==> src/rtl/ones_counter_pipe.sv <==
// Two-stage pipelined population counter with valid/ready flow control
// and an optional saturating running total. Define THRESH_EN for thresh/above.
module ones_counter_pipe #(
    parameter int N     = 15,
    parameter int CW    = 4,
    parameter int ACC_W = 8
) (
    input  logic             clk,
    input  logic             rst_n,
    input  logic             in_valid,
    output logic             in_ready,
    input  logic [N-1:0]     in_data,
    input  logic             mode,
    input  logic             acc_clr,
    output logic             out_valid,
    input  logic             out_ready,
    output logic [CW-1:0]    out_count,
    output logic [ACC_W-1:0] acc_total,
    output logic             acc_sat
`ifdef THRESH_EN
    ,
    input  logic [CW-1:0]    thresh,
    output logic             above
`endif
);

    localparam int NL = N / 2;
    localparam logic [ACC_W-1:0] ACC_MAX = {ACC_W{1'b1}};

    logic             s1_v_q, s1_v_d;
    logic [CW-1:0]    s1_lo_q, s1_lo_d;
    logic [CW-1:0]    s1_hi_q, s1_hi_d;
    logic             s1_mode_q, s1_mode_d;
    logic             s2_v_q, s2_v_d;
    logic [CW-1:0]    cnt_q, cnt_d;
    logic             s2_mode_q, s2_mode_d;
    logic [ACC_W-1:0] acc_q, acc_d;
    logic             sat_q, sat_d;
`ifdef THRESH_EN
    logic [CW-1:0]    s1_thr_q, s1_thr_d;
    logic             above_q, above_d;
`endif

    logic             s1_adv, s2_adv, s1_acc, out_hs;
    logic [CW-1:0]    lo_cnt, hi_cnt, s1_sum;
    logic [ACC_W:0]   acc_sum;

    assign s2_adv    = !s2_v_q | out_ready;
    assign s1_adv    = !s1_v_q | s2_adv;
    assign s1_acc    = in_valid & s1_adv;
    assign out_hs    = s2_v_q & out_ready;
    assign s1_sum    = s1_lo_q + s1_hi_q;
    assign in_ready  = s1_adv;
    assign out_valid = s2_v_q;
    assign out_count = cnt_q;
    assign acc_total = acc_q;
    assign acc_sat   = sat_q;
`ifdef THRESH_EN
    assign above     = above_q;
`endif

    // Half-vector popcounts; the high half gets the extra bit for odd N
    always_comb begin
        lo_cnt = '0;
        hi_cnt = '0;
        for (int i = 0; i < N; i++) begin
            if (i < NL) lo_cnt = lo_cnt + CW'(in_data[i]);
            else        hi_cnt = hi_cnt + CW'(in_data[i]);
        end
    end

    // S1 captures partial counts and per-vector mode on an input handshake
    always_comb begin
        s1_v_d    = s1_v_q;
        s1_lo_d   = s1_lo_q;
        s1_hi_d   = s1_hi_q;
        s1_mode_d = s1_mode_q;
`ifdef THRESH_EN
        s1_thr_d  = s1_thr_q;
`endif
        if (s1_adv) s1_v_d = in_valid;
        if (s1_acc) begin
            s1_lo_d   = lo_cnt;
            s1_hi_d   = hi_cnt;
            s1_mode_d = mode;
`ifdef THRESH_EN
            s1_thr_d  = thresh;
`endif
        end
    end

    // S2 holds the final count; it only reloads when the output may advance
    always_comb begin
        s2_v_d    = s2_v_q;
        cnt_d     = cnt_q;
        s2_mode_d = s2_mode_q;
`ifdef THRESH_EN
        above_d   = above_q;
`endif
        if (s2_adv) begin
            s2_v_d = s1_v_q;
            if (s1_v_q) begin
                cnt_d     = s1_sum;
                s2_mode_d = s1_mode_q;
`ifdef THRESH_EN
                above_d   = (s1_sum >= s1_thr_q);
`endif
            end
        end
    end

    // Running total: clear wins over a same-cycle add; saturate at all-ones
    always_comb begin
        acc_d   = acc_q;
        sat_d   = sat_q;
        acc_sum = {1'b0, acc_q} + (ACC_W+1)'(cnt_q);
        if (acc_clr) begin
            acc_d = '0;
            sat_d = 1'b0;
        end else if (out_hs && s2_mode_q) begin
            if (acc_sum >= {1'b0, ACC_MAX}) begin
                acc_d = ACC_MAX;
                sat_d = 1'b1;
            end else begin
                acc_d = acc_sum[ACC_W-1:0];
            end
        end
    end

    // State registers; reset discards anything in flight
    always_ff @(posedge clk or negedge rst_n) begin
        if (!rst_n) begin
            s1_v_q    <= 1'b0;
            s1_lo_q   <= '0;
            s1_hi_q   <= '0;
            s1_mode_q <= 1'b0;
            s2_v_q    <= 1'b0;
            cnt_q     <= '0;
            s2_mode_q <= 1'b0;
            acc_q     <= '0;
            sat_q     <= 1'b0;
`ifdef THRESH_EN
            s1_thr_q  <= '0;
            above_q   <= 1'b0;
`endif
        end else begin
            s1_v_q    <= s1_v_d;
            s1_lo_q   <= s1_lo_d;
            s1_hi_q   <= s1_hi_d;
            s1_mode_q <= s1_mode_d;
            s2_v_q    <= s2_v_d;
            cnt_q     <= cnt_d;
            s2_mode_q <= s2_mode_d;
            acc_q     <= acc_d;
            sat_q     <= sat_d;
`ifdef THRESH_EN
            s1_thr_q  <= s1_thr_d;
            above_q   <= above_d;
`endif
        end
    end

endmodule
==> config.mk <==
export PLATFORM = sky130hd
export DESIGN_NAME = ones_counter_pipe
export DESIGN_NICKNAME = d
export VERILOG_FILES = /design/src/rtl/ones_counter_pipe.sv
export SDC_FILE = /design/constraint.sdc
export NUM_CORES = 1
export LEC_CHECK = 0
export ABC_AREA = 1
export CAP_MARGIN = 20
export CELL_PAD_IN_SITES_DETAIL_PLACEMENT = 0
export CELL_PAD_IN_SITES_GLOBAL_PLACEMENT = 2
export CORE_ASPECT_RATIO = 2
export CORE_MARGIN = 3
export CORE_UTILIZATION = 31
export DETAILED_ROUTE_END_ITERATION = 6
export PLACE_DENSITY_LB_ADDON = 0.1
export SYNTH_ARGS = -nofsm -noshare
export SYNTH_HDL_FRONTEND = slang
export SYNTH_SLANG_ARGS = --single-unit
==> constraint.sdc <==
create_clock -name clk -period 4.6 [get_ports clk]
set_input_delay 0.92 -clock clk [delete_from_list [all_inputs] [get_ports clk]]
set_output_delay 0.92 -clock clk [all_outputs]
set_load 0.005 [all_outputs]
; ---- Word-level counts from Yosys, hierarchy flattened
; Cells that the tools add are included.
; W data, S select, Z words.
[totals]
output_inout_bits = 15
reg_bits = 25
inputBits = 21
[classes]
n_reduce_logical = 7
bitwise_logic = 4
n_lt_le_gt_ge = 1
add_sub_neg = 15
muxes = 6
[op_table]
columns = operator, n
row1 = $add A4 B1 Y4, 7
row2 = $mux W8, 3
row3 = $add A8 B4 Y9, 1
row4 = $ge A9 B8 Y1 const B, 1
row5 = $add A3 B1 Y4, 2
row6 = $add A2 B1 Y3, 2
row7 = $add A1 B1 Y2, 2
row8 = $add A4 B4 Y4, 1
row9 = $reduce_and A2 Y1, 2
row10 = $reduce_bool A2 Y1, 2
row11 = $mux W1, 3
row12 = $and A1 B1 Y1, 2
row13 = $logic_not A1 Y1, 2
row14 = $or A1 B1 Y1, 2
row15 = $logic_and A1 B1 Y1, 1

; ---- Logic depth before layout (Yosys ltp)
[depth]
word_depth = 7
ltp_mapped = 14
mapped_depth_nobuf = 14

; ---- Worst setup path after synthesis
; No wires, ideal clock.
[synth_timing]
path_type = input -> register
from = in in_data[7]
to = reg s1_hi_q[2]
stages = 10
setup_slack_ps = 1221
setup_ps = 83
n_path_buf = 0
t_arrival_ps = 3297
cell_sequence = fa_1 -> inv_1 -> fa_1 -> fa_1 -> inv_1 -> ha_1 -> inv_1 -> fa_1 -> xor2_1 -> o21ai_0
[synth_between]
elab_chain_len = 7
[synth_rtl]
columns = item, line
row1 = from (decl), 12  ; input logic [N-1:0] in_data,
row2 = $add A1 B1 Y2, 68  ; else hi_cnt = hi_cnt + CW'(in_data[i]);
row3 = $add A2 B1 Y3, 68
row4 = $add A3 B1 Y4, 68
row5 = $add A4 B1 Y4 (4 in a row), 68
row6 = to (signal assigned), 149  ; s1_hi_q <= s1_hi_d;
row7 = to (decl), 32  ; logic [CW-1:0] s1_hi_q, s1_hi_d;
; No other way between the ends.
; A chain may end at the register's enable or synchronous reset.

; ---- Worst setup path after layout
; Same ends and word-level chain as after synthesis.

==> impl_metrics.ini <==
[finish]
final_common_cell = nand2_1
mostFrequentLayoutCells = nand2_1, inv_1, clkdlybuf4s50_1
fin_util_pct = 42.90
layout.nets = 279
seq_area_um2 = 600.6
multiInputGateArea_um2 = 852.1
area_delta_synth_final_pct = 30.79
fill_cells = 517
drive_above_1_share_pct = 4.641
antenna_cells = 0

[worst_hold_path]
hold_start = acc_sat$_DFFE_PN0P_
hold_path_depth = 2
hold_end = acc_sat$_DFFE_PN0P_
hold_class = reg -> reg

[sta]
rsz0062_at_grt = no
holdWs_ns = 0.4971
skew_ns = 0.002923
tightestPinTransition_ns = 0.3891
fin_ws_ns = 0.9467
min_period_ns = 3.653
fmax_mhz = 273.7
period_share_pct = 79.42
hold_violations = 0
slew_headroom_pct = 74.00
timing.final.max_slew_violations = 0
setup_viol = 0
fin_tns_setup_ns = 0

[floorplan]
core_mm2 = 0.004955
fp.dieW_um = 57.20
rows = 36
initial_core_util_pct = 32.80
dieArea_mm2 = 0.006200
die_y_um = 108.4
num_io_pins = 36

[place]
portBuffers = 35
gp_congestion = 0.7684
hpwlAfterDp_mm = 3.160
dp_slack_ns = 0.6254

[synthesis]
synth-seq-area-share_pct = 36.95
yosysTopAreaCell = dfrtp_1
synth.top_cell.area_share_pct = 36.95
ys_warn_count = 0
synth-seq-cells = 24
yosys-top-cells-area = dfrtp_1, nand2_1, fa_1, inv_1, ha_1
yosysUniqueCellTypes = 22
syn_area_mm2 = 0.001625
synth_nets = 239
syn-instance-count = 198
avgSynthCellArea_um2 = 8.209

[grt]
grt_antenna_before_repair = 0
grt_max_degree = 25
grt_pass1_vias = 1410
grt_pass1_wl_mm = 6.327
track_usage_pct = 13.23
grt_overflow_total = 0

[worst_setup_path]
critPathArrivalTime_ns = 3.84
worstSetupStartpointType = input pin
rr_endpoint = acc_total[1]$_DFFE_PN0P_
required_ns = 4.79
reg2regPathDepth = 14
worstSetupPathType = in -> reg
end_kind = flip-flop
r2r_slack_ns = 2.50
reg2reg_from = acc_total[0]$_DFFE_PN0P_
path_max_fanout = 2
cp-startpoint = in_data[7]

[status]
outcome = complete, no violations

[route]
wl_met3_um = 100
avgRoutedWirePerCell_um = 12.41
drc = 0
dr.pass1.iters = 3
vias_per_cell = 4.626
met2_length_mm = 2.222
routed.top_layer = met4
met1Wirelength_mm = 1.219
drt_iter0_drc = 31
vias = 1360
ant_nets = 0
wl_mm = 3.649

[clocking]
path_clk_slew_ns = 0.08
cts_setup_buffers = 0
cts_root_buffer = clkbuf_8
cts_buffer_depth = 2
cts_tree = yes
clk_latency_ns = 0.26
clock_sinks = 24
cts_buffers = 3
htreeDepth = 1
cts_hold_buf = 0
ctsResizeCount = 0

[pwr]
p_leak_nw = 1.090
ir_worst_vdd_mv = 0.2120
power.density_mw_per_mm2 = 351.0

[run]
max-cap-violations = 0
flip-flops by register name (all words and copies together) (netlist names):
signal	count
acc_sat	1
acc_total	8
out_count	4
out_valid	1
s1_hi_q	4
s1_lo_q	3
s1_mode_q	1
s1_v_q	1
s2_mode_q	1
area by class of cell:
type | instances | area share [%]
Timing Repair Buffer | 36 | 17.78
Clock buffer | 4 | 2.590
Inverter | 45 | 7.946
Sequential cell | 24 | 28.25
Multi-Input combinational cell | 128 | 40.08
Tap cell | 57 | 3.355
how the worst max path moves through the flow:
stage	end	slack [ns]	depth (start not counted)
2_1_floorplan	s1_hi_q[2]$_DFFE_PN0P_	1.22	10
3_3_place_gp	s1_hi_q[2]$_DFFE_PN0P_	0.72	11
3_5_place_dp	s1_hi_q[2]$_DFFE_PN0P_	0.63	11
4_1_cts	s1_hi_q[2]$_DFFE_PN0P_	0.91	11
5_1_grt	s1_hi_q[2]$_DFFE_PN0P_	0.74	11
6_report	s1_hi_q[2]$_DFFE_PN0P_	0.95	11
power breakdown:
part           leakage [nW]  switching (mW)  internal [mW]  total, mW
combinational         0.752           0.157          0.150      0.307
clock                0.0288          0.0658         0.0763      0.142
sequential            0.310          0.0388          0.258      0.297
total                  1.09           0.261          0.485      0.746
logic make-up after synthesis:
logic type      Yosys count  share of synthesized area, %
simple gates             81                         21.86
xor+xnor                  4                         2.156
compound gates           22                         7.698
flops                    24                         36.95
fa+ha+maj                20                         20.02
buf+inv                  46                         10.62
mux                       1                        0.6928
critical path, cell delays in order:
cell,delay [ns]
clkdlybuf4s50_1,0.43
fa_1,0.53
inv_1,0.05
fa_1,0.49
fa_1,0.41
inv_1,0.07
ha_1,0.15
inv_1,0.06
fa_1,0.43
xor2_1,0.15
o21ai_0,0.14
synth_stat cells:
master / instances
a21oi_1: 3
a21oi_2: 1
a22o_1: 1
a22oi_1: 1
clkbuf_1: 1
dfrtp_1: 24
fa_1: 10
ha_1: 10
inv_1: 45
mux2_2: 1
nand2_1: 55
nand2_2: 2
nand2_4: 1
nand3_1: 12
nand3b_1: 3
nand4_1: 2
nor2_1: 5
nor2_4: 1
o21ai_0: 12
o22ai_1: 4
xnor2_1: 1
xor2_1: 3
layer usage:
metal / vias to the layer above / track usage [%]
met2: 29 / 27.33
met5: - / 0
li1: 688 / -
met1: 635 / 12.42
met3: 8 / 1.075
met4: 0 / 5.804
stage by stage:
stage          instances  total power, mW  cell area, um2
2_1_floorplan        198           0.4804            1625
4_1_cts              293           0.7592            2098
5_1_grt              294           0.8197            2126
3_5_place_dp         289           0.6134            2043
3_3_place_gp         289           0.6033            2043
6_report             294           0.7462            2126
(Power assumes the default switching activity.)
